File: src/rtl/clock_divider_prog.sv
// clock_divider_prog
// Runtime-programmable divider. It produces a 50%-duty square wave (clk_div)
// and a one-cycle tick in the cycle each new clk_div level appears.
// The half-period divisor arrives over a valid/ready handshake. It is held in
// a shadow register and swapped in only at the falling boundary that closes a
// full period, so no emitted period mixes two divisors. All outputs are
// registered.

module clock_divider_prog #(
  parameter int          CNT_W        = 20,
  parameter int unsigned DEFAULT_HALF = 32'd250000
) (
  input  logic             clk,
  input  logic             reset,
  input  logic             en,
  input  logic             load_valid,
  input  logic [CNT_W-1:0] load_div,
  output logic             load_ready,
  output logic             clk_div,
  output logic             tick,
  output logic [CNT_W-1:0] active_div
);

  localparam logic [CNT_W-1:0] DEFAULT_HALF_C = DEFAULT_HALF[CNT_W-1:0];
  localparam logic [CNT_W-1:0] ZERO_C         = {CNT_W{1'b0}};
  localparam logic [CNT_W-1:0] ONE_C          = {{(CNT_W-1){1'b0}}, 1'b1};

  // Registered state
  logic [CNT_W-1:0] count_r;
  logic             clk_div_r;
  logic             tick_r;
  logic [CNT_W-1:0] active_div_r;
  logic [CNT_W-1:0] shadow_r;
  logic             pending_r;
  logic             load_ready_r;

  // Next-state values
  logic [CNT_W-1:0] count_s;
  logic             clk_div_s;
  logic             tick_s;
  logic [CNT_W-1:0] active_div_s;
  logic [CNT_W-1:0] shadow_s;
  logic             pending_s;
  logic             load_ready_s;

  // Decoded conditions
  logic             wrap_s;
  logic             xfer_s;
  logic             apply_at_fall_s;

  // Increment the half-period counter. The counter never passes active_div,
  // so the increment cannot wrap past all-ones.
  function automatic logic [CNT_W-1:0] count_inc(input logic [CNT_W-1:0] value);
    count_inc = value + ONE_C;
  endfunction

  // Decode the wrap cycle, handshake transfer and falling-boundary apply
  always_comb begin
    wrap_s          = (count_r == active_div_r);
    xfer_s          = load_valid & load_ready_r;
    apply_at_fall_s = wrap_s & clk_div_r & pending_r;
  end

  // Next-state logic for counter, square wave, tick and divisor handshake
  always_comb begin
    count_s      = count_r;
    clk_div_s    = clk_div_r;
    tick_s       = 1'b0;
    active_div_s = active_div_r;
    shadow_s     = shadow_r;
    pending_s    = pending_r;
    load_ready_s = load_ready_r;

    if (en) begin
      if (wrap_s) begin
        // End of a half-period: restart the count and flip the output level
        count_s   = ZERO_C;
        clk_div_s = ~clk_div_r;
        tick_s    = 1'b1;
        if (apply_at_fall_s) begin
          // Falling boundary ends a full period: the new divisor starts cleanly
          active_div_s = shadow_r;
          pending_s    = 1'b0;
          load_ready_s = 1'b1;
        end else begin
          active_div_s = active_div_r;
        end
      end else begin
        count_s = count_inc(count_r);
        tick_s  = 1'b0;
      end
    end else begin
      // Idle: park low with the counter cleared. Nothing is being emitted, so
      // a pending divisor can take effect right away.
      count_s   = ZERO_C;
      clk_div_s = 1'b0;
      tick_s    = 1'b0;
      if (pending_r) begin
        active_div_s = shadow_r;
        pending_s    = 1'b0;
        load_ready_s = 1'b1;
      end else begin
        active_div_s = active_div_r;
      end
    end

    // A transfer needs load_ready=1, so nothing is pending. A transfer can
    // therefore never coincide with an apply, and the new value only arms
    // the next boundary.
    if (xfer_s) begin
      shadow_s     = load_div;
      pending_s    = 1'b1;
      load_ready_s = 1'b0;
    end else begin
      shadow_s = shadow_r;
    end
  end

  // State register with asynchronous reset; any pending load is dropped
  always_ff @(posedge clk or posedge reset) begin
    if (reset) begin
      count_r      <= ZERO_C;
      clk_div_r    <= 1'b0;
      tick_r       <= 1'b0;
      active_div_r <= DEFAULT_HALF_C;
      shadow_r     <= ZERO_C;
      pending_r    <= 1'b0;
      load_ready_r <= 1'b1;
    end else begin
      count_r      <= count_s;
      clk_div_r    <= clk_div_s;
      tick_r       <= tick_s;
      active_div_r <= active_div_s;
      shadow_r     <= shadow_s;
      pending_r    <= pending_s;
      load_ready_r <= load_ready_s;
    end
  end

  // Drive outputs straight from registers
  always_comb begin
    clk_div    = clk_div_r;
    tick       = tick_r;
    active_div = active_div_r;
    load_ready = load_ready_r;
  end

endmodule
File: config.mk
export PLATFORM = sky130hd
export DESIGN_NAME = clock_divider_prog
export DESIGN_NICKNAME = d
export VERILOG_FILES = /design/src/rtl/clock_divider_prog.sv
export SDC_FILE = /design/constraint.sdc
export NUM_CORES = 1
export LEC_CHECK = 0
export ABC_CLOCK_PERIOD_IN_PS = 2520
export BUFFER_PORTS_ARGS = -buffer_cell sky130_fd_sc_hd__buf_2
export CAP_MARGIN = 20
export CORE_MARGIN = 4
export CORE_UTILIZATION = 56
export DETAILED_ROUTE_END_ITERATION = 7
export GPL_ROUTABILITY_DRIVEN = 0
export GPL_TIMING_DRIVEN = 0
export PLACE_DENSITY_LB_ADDON = 0.2
export SYNTH_ARGS = -nofsm -noshare
export SYNTH_HDL_FRONTEND = slang
export SYNTH_SLANG_ARGS = --single-unit
File: constraint.sdc
create_clock -name clk -period 2.52 [get_ports clk]
set_clock_uncertainty 0.1 [all_clocks]
set_input_delay 0.504 -clock clk [delete_from_list [all_inputs] [get_ports clk]]
set_output_delay 0.504 -clock clk [all_outputs]
set_load 0.01 [all_outputs]
==> out/summary.txt, run 1 <==
Setup slack after layout -> 0.104 ns
Vias in the first global route -> 1,895
Total die area -> 0.00637 mm2
Fin. Hold Viols -> 0
DRC Markers -> 0
Psw -> 1.03 mW
Final period util -> 95.9%
Clock Latency Late Sink -> 0.34 ns
RR Startpoint -> count_r[9]
Max-capacitance violation count -> 0
Startpoint types -> register
Logic pwr share -> 26.8%
Synth cell types -> 29
Iter 0 DRT Violations -> 130
P_int -> 2.58 mW
Synth-to-layout area growth -> 19.7%
Sequential Power Share -> 46.7%
Syn_area_per_cell -> 13.0 um2
Core box area -> 0.00485 mm2
Mapped Area -> 0.00289 mm2
Clock power frac -> 26.5%
Mapped Cells -> 222
Synth top area share -> 48.5%
Area leader, netlist -> dfrtp_1
CP endpoint -> active_div[10]
Final setup violation count -> 0
Final ANT Viol Nets -> 0
Hold WS -> 0.205 ns
Worst vdd ir -> 0.000800 V
Pre-Repair DR Iteration Count -> 4
Fin cells -> 353
Data arrival, critical path -> 2.54 ns
Worst-Margin Slew -> 0.903 ns
CTS sink cnt -> 64
CP startpoint -> count_r[9]
R2R Setup Slk -> 0.10 ns
Die H -> 79.8 um
Largest net degree at the start of global routing -> 39
All-layer global routing usage -> 20.2%
Critical Path End Type -> register
Worst reg-to-reg path cell count -> 6
Initial antenna violation count -> 0
Clk buf depth -> 2
H-tree depth -> 3
Seq/Total Area, Yosys -> 55.8%
Top post-synthesis cells by area -> dfrtp_1 (49%), mux2_4 (9.9%), mux2_2 (8.2%)
Most common cell after layout, fill and taps aside -> dfrtp_1
RSZ-0062 raised after global routing -> no
Starting density of the core -> 59.6%
N_diodes -> 0
Final Max Tran Viols -> 0
Outcome -> finished, final reports clean
CP required -> 2.64 ns
Most frequent cells in the layout -> dfrtp_1 (56), buf_2 (46), xor2_1 (27)
TritonCTS clock tree -> yes
Port Buf Inserts -> 46
Final min period -> 2.42 ns
Maximum fanout along the worst path -> 10
IO Count -> 47
Root buf cell -> clkbuf_8
Net Count, Synth -> 247
Lkg Pwr -> 1.67 nW
Final wirelength -> 5510 um
Detail Placement HPWL -> 4050 um
Critical path type -> register to register
Fillers -> 341
Hold_buf cts -> 0
Pwr dens -> 1050 mW/mm2
#FFs+latches synth -> 64
Hold Path Class -> primary input to async pin
Final nets -> 306
Reg2reg end -> active_div[10]
Drt via density -> 5.20
GRT overflow -> 0
Slew headroom -> 39.0%
Die X -> 79.8 um
FP Rows -> 25
Worst slack, placed -> -0.118 ns
Yosys warnings -> 0
Maximum clock rate -> 414 MHz
Switching part of the total -> 28.6%
Placed cells -> 336
Total CTS buffers -> 9
Via count -> 1,835
First-pass GRT wire length -> 9520 um
Layout cell share with drive strength beyond 1 -> 41.6%
WL/cell -> 15.6 um
Clock-pin slew on the worst setup and hold paths -> 0.07 ns
-- how the worst min path moves through the flow --
stage / end / slack [ns] / start
floorplan: active_div[18] / 0.37 / shadow_r[18]
global placement: load_ready / 0.38 / load_ready
detailed placement: active_div[3] / 0.39 / shadow_r[3]
CTS: load_ready / 0.21 / load_valid
global route: load_ready / 0.23 / load_valid
finish: active_div[13] / 0.21 / reset
-- final cells by class --
class                           instances  area, um2  share of cell area (%)
Sequential cell                        64       1610                    46.6
Clock buffer                           11        141                    4.09
Clock inverter                          5       80.1                    2.32
Inverter                                6       22.5                   0.651
Multi-Input combinational cell        145       1220                    35.3
Tap cell                               67       83.8                    2.42
Timing Repair Buffer                   48        258                    7.46
Buffer                                  7       41.3                    1.19
-- stage by stage --
step / instance area (um2) / TNS, ns / power, mW / util (%)
final: 3460 / 0 / 3.61 / 71.3
after global routing: 3460 / 0 / 3.83 / 71.3
after CTS: 3450 / 0 / 3.66 / 71.1
after detailed placement: 3220 / -1.82 / 2.68 / 66.5
after global placement: 3200 / -23.12 / 2.62 / 66.0
after floorplan: 2890 / 0 / 2.32 / -
-- sequential cells by signal, summed over array words and instances (netlist names) --
register,flops
active_div,20
count_r,20
shadow_r,20
clk_div,1
load_ready,1
pending_r,1
tick,1
-- critical path, cell delays in order, from the launching register on --
cell and delay, ns:
dfrtp_1 0.43, xor2_1 0.19, nor4_2 0.37, nand4_1 0.25, o32a_1 0.46, buf_6 0.19, mux2_4 0.30
-- power by group through the flow --
| stage | Combinational [mW] | Clock (mW) | Sequential, mW |
|---|---|---|---|
| detailed placement | 0.973 | 0 | 1.71 |
| finish | 0.968 | 0.959 | 1.69 |
| floorplan | 0.617 | 0 | 1.70 |
| global placement | 0.937 | 0 | 1.68 |
| global route | 1.05 | 1.03 | 1.74 |
| CTS | 0.986 | 0.980 | 1.69 |
-- timing repair --
action / CTS / global route
gates resized for setup: 1 / 0
buffers inserted: 0 / 1
pin swaps: 0 / 2
setup endpoints to repair: 19 / 14
gates cloned: 0 / 0
-- per-layer routing --
layer	vias to the layer above	part of all wire, %	GRT usage [%]
met1	889	42	25.5
met2	52	51	32.5
met4	0	2.4	9.12
met3	13	5.0	5.53
met5	-	0	0
li1	881	-	-
-- Yosys cell counts, drive strengths merged --
cell and number:
o32a 1, nor4b 1, nand4 5, nor3 4
nor2 24, o21ai 2, xor2 27, dfrtp 56
clkbuf 5, xnor2 9, mux2 40, o311ai 1
a221oi 1, nand3 8, and2 1, inv 6
and4 1, nand2 11, dfstp 8, ha 1
o221a 1, nor4 3, mux2i 1, and3 2
buf 2, or4 1
-- kinds of logic after synthesis --
| family | count (synthesis) | synth area share (%) |
|---|---|---|
| buffers and inverters | 13 | 2.21 |
| multiplexers | 41 | 18.4 |
| XOR/XNOR | 36 | 10.9 |
| AO/OA/AOI/OAI | 6 | 1.69 |
| flip-flops | 64 | 55.8 |
| adder cells (fa/ha/maj) | 1 | 0.433 |
| AND/OR/NAND/NOR | 61 | 10.5 |
(Power assumes the default switching activity.)
==> run 2, diff against run 1 <==
--- a/config.mk
+++ b/config.mk
@@ -13,6 +13,7 @@
 export DETAILED_ROUTE_END_ITERATION = 7
 export GPL_ROUTABILITY_DRIVEN = 0
 export GPL_TIMING_DRIVEN = 0
+export MAX_ROUTING_LAYER = met4
 export PLACE_DENSITY_LB_ADDON = 0.2
 export SYNTH_ARGS = -nofsm -noshare
 export SYNTH_HDL_FRONTEND = slang
==> run 2 against run 1 <==
Against the previous run:
- fmax about the same
- flip-flop and latch count stayed put
- utilization is the same
- die area unchanged
- power hardly changed
- sequential power hardly changed
- cell area stayed put
- critical path depth did not move
==> out/summary.txt, run 2 (same netlist as run 1, synthesis figures left out) <==
H-tree depth -> 3 (unchanged)
Dpl cell area -> 0.00322 mm2 (unchanged)
Outcome -> finished, final reports clean
CTS sink cnt -> 64 (unchanged)
Critical Path End Type -> register
Clk buf depth -> 2 (unchanged)
Setup TNS -> 0 ns (unchanged)
Crit path cell chain -> xor2_1, nor4_2, nand4_1, o32a_1, buf_6, mux2_4
Lkg Pwr -> 1.67 nW (unchanged)
Most frequent cells in the layout -> dfrtp_1 (56), buf_2 (46), xor2_1 (27)
Largest net degree at the start of global routing -> 39 (unchanged)
Layout cell share with drive strength beyond 1 -> 41.6% (unchanged)
Met1 usage -> 25.8% (+0.30 points)
Slew headroom -> 40.3% (+1.3 points)
Clock Latency Late Sink -> 0.34 ns (about the same)
FP Rows -> 25 (unchanged)
Switching part of the total -> 28.6% (-0.032 points)
Clock power frac -> 26.5% (about the same)
Detail Placement HPWL -> 4050 um (unchanged)
Final wirelength -> 5510 um (unchanged)
TritonCTS clock tree -> yes
Final min period -> 2.42 ns (+0.000174 ns)
CP required -> 2.64 ns (about the same)
Vias in the first global route -> 1,892 (-0.16%)
Maximum fanout along the worst path -> 10 (unchanged)
Drt via density -> 5.13 (-1.3%)
DRC Markers -> 0 (unchanged)
Logic pwr share -> 26.8% (about the same)
Iter 0 DRT Violations -> 102 (-22%)
Pwr dens -> 1040 mW/mm2 (about the same)
First-pass GRT wire length -> 9510 um (-0.15%)
Clock-pin slew on the worst setup and hold paths -> 0.07 ns (about the same)
Fin. Hold Viols -> 0 (unchanged)
Critical path type -> register to register
Final Max Tran Viols -> 0 (unchanged)
N_diodes -> 0 (unchanged)
Via count -> 1,812 (-1.3%)
Worst-Margin Slew -> 0.883 ns (-0.0199 ns)
Data arrival, critical path -> 2.54 ns (about the same)
Final ANT Viol Nets -> 0 (unchanged)
Final std cell area, no fill -> 0.00346 mm2 (unchanged)
Core box area -> 0.00485 mm2 (unchanged)
Die H -> 79.8 um (unchanged)
WL/cell -> 15.6 um (unchanged)
Total CTS buffers -> 9 (unchanged)
RSZ-0062 raised after global routing -> no
Most common cell after layout, fill and taps aside -> dfrtp_1
Final nets -> 306 (unchanged)
R2R Setup Slk -> 0.10 ns (about the same)
Sequential Power Share -> 46.7% (about the same)
All-layer global routing usage -> 20.7% (+0.53 points)
P_int -> 2.58 mW (about the same)
Crit path largest cell delay -> 0.46 ns (about the same)
Worst vdd ir -> 0.000800 V (about the same)
GRT overflow -> 0 (unchanged)
Total die area -> 0.00637 mm2 (unchanged)
Global Route met3 Usage -> 4.85% (-0.68 points)
Synth-to-layout area growth -> 19.7% (unchanged)
Initial antenna violation count -> 0 (unchanged)
Psw -> 1.03 mW (-0.16%)
Final setup violation count -> 0 (unchanged)
Met2 Use GR -> 32.6% (+0.083 points)
WP buf/inv -> 1 (unchanged)
Die X -> 79.8 um (unchanged)
Final period util -> 95.9% (about the same)
Pre-Repair DR Iteration Count -> 4 (unchanged)
IO Count -> 47 (unchanged)
Max-capacitance violation count -> 0 (unchanged)
Port Buf Inserts -> 46 (unchanged)
Most Crowded Layer GR -> met2
CP max-delay cell -> o32a_1
Root buf cell -> clkbuf_8
Starting density of the core -> 59.6% (unchanged)
Maximum clock rate -> 414 MHz (about the same)
Startpoint types -> register
Hold Path Class -> primary input to async pin
Cell family with most CP delay -> simple AND/OR/NAND/NOR gates
[run 2: timing repair]
action,in CTS,in global routing
gates resized for setup,1,0
gates cloned,0,0
setup buffers,0,1
endpoints found under the setup margin,19,14
pin swaps,0,2
hold buffers,0,0
[run 2: per-layer routing]
layer,routed length (um),vias up
li1,-,878
met1,2370,880
met5,0,-
met4,127,0
met2,2770,41
met3,243,13
[run 2: worst paths after layout]
path / startpoint / endpoint / cells after the start
setup reg to reg: count_r[9] / active_div[10] / 6
max in group asynchronous: reset / active_div[7] / 3
hold reg to reg: shadow_r[8] / active_div[8] / 1
min in group clk: load_valid / load_ready / 2
hold / removal: reset / shadow_r[16] / 2
setup / recovery: count_r[9] / active_div[10] / 6
[run 2: worst reg2reg max path, stage by stage, from the launching register on]
cell and delay, ns:
dfrtp_1 0.43, xor2_1 0.19, nor4_2 0.36, nand4_1 0.26, o32a_1 0.46, buf_6 0.19, mux2_4 0.30
[run 2: layout make-up]
type / instances / area [um2]
flip-flops and latches: 64 / 1610
fillers: 341 / 1390
multi-input cells: 145 / 1220
repair buffers: 48 / 258
clock buffers: 11 / 141
well taps: 67 / 83.8
clock inverters: 5 / 80.1
plain buffers: 7 / 41.3
inverters: 6 / 22.5
[run 2: through the flow]
stage	utilization, %	total power, mW	worst slack (ns)	std cells	hold slack (ns)
6_report	71.3	3.61	0.103	353	0.208
5_1_grt	71.3	3.83	0.0156	353	0.232
4_1_cts	71.1	3.66	0.00646	352	0.215
3_5_place_dp	66.5	2.68	-0.118	336	0.387
3_3_place_gp	66.0	2.62	-0.385	335	0.379
2_1_floorplan	-	2.32	0.331	222	0.375
[run 2: power by group through the flow]
stage	combinational [mW]	clock [mW]	sequential (mW)
after floorplan	0.617	0	1.70
after global placement	0.937	0	1.68
after detailed placement	0.973	0	1.71
after CTS	0.986	0.980	1.69
after global routing	1.05	1.03	1.74
final	0.968	0.958	1.69
==> run 3, diff against run 2 <==
--- a/config.mk
+++ b/config.mk
@@ -15,6 +15,7 @@
 export GPL_TIMING_DRIVEN = 0
 export MAX_ROUTING_LAYER = met4
 export PLACE_DENSITY_LB_ADDON = 0.2
+export REMOVE_ABC_BUFFERS = 1
 export SYNTH_ARGS = -nofsm -noshare
 export SYNTH_HDL_FRONTEND = slang
 export SYNTH_SLANG_ARGS = --single-unit
==> run 3 against run 2 <==
Against the previous run:
- combinational power fell by 0.6%
- sequential power is 2% lower
- hold slack lost 0.073 ns
- flip-flop and latch count did not move
- largest cell class unchanged
- highest routed layer unchanged
==> out/summary.txt, run 3 (same netlist as run 1, synthesis figures left out) <==
GRT overflow -> 0 (unchanged)
Fin. Hold Viols -> 0 (unchanged)
P_int -> 2.61 mW (+1.3%)
CP max-delay cell -> dfstp_2
Final min period -> 2.40 ns (-0.0201 ns)
Max-capacitance violation count -> 0 (unchanged)
WL/cell -> 14.4 um (-7.7%)
Layout cell share with drive strength beyond 1 -> 42.3% (+0.74 points)
Maximum clock rate -> 417 MHz (+0.84%)
Crit path cell chain -> xor2_1, nor4_1, nand4_1, o32a_4, buf_16, mux2_4
N_diodes -> 0 (unchanged)
Hold WS -> 0.135 ns (-0.0730 ns)
H-tree depth -> 3 (unchanged)
First-pass GRT wire length -> 8620 um (-9.4%)
Die H -> 79.8 um (unchanged)
Die X -> 79.8 um (unchanged)
All-layer global routing usage -> 18.7% (-2.1 points)
Maximum fanout along the worst path -> 11 (+1)
Fin util -> 71.7% (+0.39 points)
CTS sink cnt -> 64 (unchanged)
Via count -> 1,803 (-0.50%)
Clock power frac -> 27.3% (+0.8 points)
Logic pwr share -> 26.7% (about the same)
Setup TNS -> 0 ns (unchanged)
Synth-to-layout area growth -> 20.4%
Worst-Margin Slew -> 0.928 ns (+0.0457 ns)
WP buf/inv -> 1 (unchanged)
Slew headroom -> 37.2% (-3.1 points)
Final wirelength -> 5020 um (-9.0%)
Switching part of the total -> 27.4% (-1.2 points)
Worst slack, placed -> -0.206 ns (-0.0881 ns)
CP required -> 2.64 ns (about the same)
Pwr dens -> 1030 mW/mm2 (-0.94%)
Clk buf depth -> 2 (unchanged)
Total CTS buffers -> 9 (unchanged)
Startpoint types -> register
Outcome -> finished, final reports clean
Core box area -> 0.00485 mm2 (unchanged)
Largest net degree at the start of global routing -> 37 (-5.1%)
Setup slack after layout -> 0.124 ns (+0.0201 ns)
Initial antenna violation count -> 0 (unchanged)
Placed cells -> 331 (-1.5%)
FP Rows -> 25 (unchanged)
Root buf cell -> clkbuf_8
Lkg Pwr -> 1.69 nW (+1.1%)
TritonCTS clock tree -> yes
Fin cells -> 348 (-1.4%)
Detail Placement HPWL -> 3460 um (-15%)
Port Buf Inserts -> 46 (unchanged)
Critical path type -> register to register
Starting density of the core -> 59.6% (unchanged)
Total die area -> 0.00637 mm2 (unchanged)
Final Max Tran Viols -> 0 (unchanged)
Hold Path Class -> primary input to async pin
Vias in the first global route -> 1,812 (-4.2%)
Cell family with most CP delay -> simple AND/OR/NAND/NOR gates
Final setup violation count -> 0 (unchanged)
Dpl cell area -> 0.00322 mm2 (-0.19%)
Sequential Power Share -> 46.0% (-0.7 points)
Clock Latency Late Sink -> 0.34 ns (about the same)
Crit path largest cell delay -> 0.55 ns (+0.09 ns)
Most common cell after layout, fill and taps aside -> dfrtp_1
Data arrival, critical path -> 2.52 ns (-0.02 ns)
Clock-pin slew on the worst setup and hold paths -> 0.06 ns (about the same)
Final period util -> 95.1% (-0.80 points)
Worst vdd ir -> 0.000753 V (-5.9%)
Fillers -> 338 (-0.88%)
Final nets -> 301 (-1.6%)
Final std cell area, no fill -> 0.00348 mm2 (+0.54%)
Hold_buf cts -> 0 (unchanged)
RSZ-0062 raised after global routing -> no
Total Power -> 3.60 mW (-0.40%)
Iter 0 DRT Violations -> 66 (-35%)
Pre-Repair DR Iteration Count -> 4 (unchanged)
Psw -> 986 uW (-4.6%)
DRC Markers -> 0 (unchanged)
IO Count -> 47 (unchanged)
Final ANT Viol Nets -> 0 (unchanged)
Critical Path End Type -> register
Most frequent cells in the layout -> dfrtp_1 (56), buf_2 (46), xor2_1 (27)
Drt via density -> 5.18 (+0.93%)
## run 3: worst paths after layout
| path | from | end | slack [ns] | cells past startpoint |
|---|---|---|---|---|
| max | active_div[15] | active_div[0] | 0.12 | 6 |
| min reg2reg | load_ready | load_ready | 0.40 | 1 |
| max reg2reg | active_div[15] | active_div[0] | 0.12 | 6 |
| min in group clk | load_valid | load_ready | 0.23 | 2 |
| max in group asynchronous | reset | active_div[7] | 1.52 | 3 |
| min | reset | shadow_r[19] | 0.13 | 2 |
## run 3: worst register-to-register path: stages, from the launching register on
cell	delay (ns)
dfstp_2	0.55
xor2_1	0.07
nor4_1	0.31
nand4_1	0.31
o32a_4	0.46
buf_16	0.17
mux2_4	0.30
## run 3: layer usage
layer  up-vias  track usage, %  part of all wire, %
li1        868               -                    -
met1       883            22.7                   45
met2        44            28.7                   48
met3         8            7.45                  5.3
met4         0            6.08                  1.5
met5         -               -                    0
## run 3: layout make-up
cell class                      instances  area, um2  area share, %
Sequential cell                        64       1610           46.4
Multi-Input combinational cell        145       1230           35.3
Timing Repair Buffer                   50        305           8.78
Clock buffer                           13        159           4.57
Tap cell                               67       83.8           2.41
Clock inverter                          3       65.1           1.87
Inverter                                6       22.5          0.648
## run 3: power groups by stage
| stage | combinational (mW) | clock, mW | sequential [mW] |
|---|---|---|---|
| floorplan | 0.608 | 0 | 1.70 |
| global placement | 0.933 | 0 | 1.66 |
| detailed placement | 0.967 | 0 | 1.67 |
| CTS | 0.971 | 1.02 | 1.66 |
| global route | 1.05 | 1.06 | 1.71 |
| finish | 0.962 | 0.980 | 1.65 |
## run 3: repair_timing
action | CTS | global route
buffers inserted | 0 | 1
pin swaps | 0 | 3
endpoints found under the setup margin | 16 | 25
resized for setup | 2 | 1
hold endpoints to repair | 0 | 0
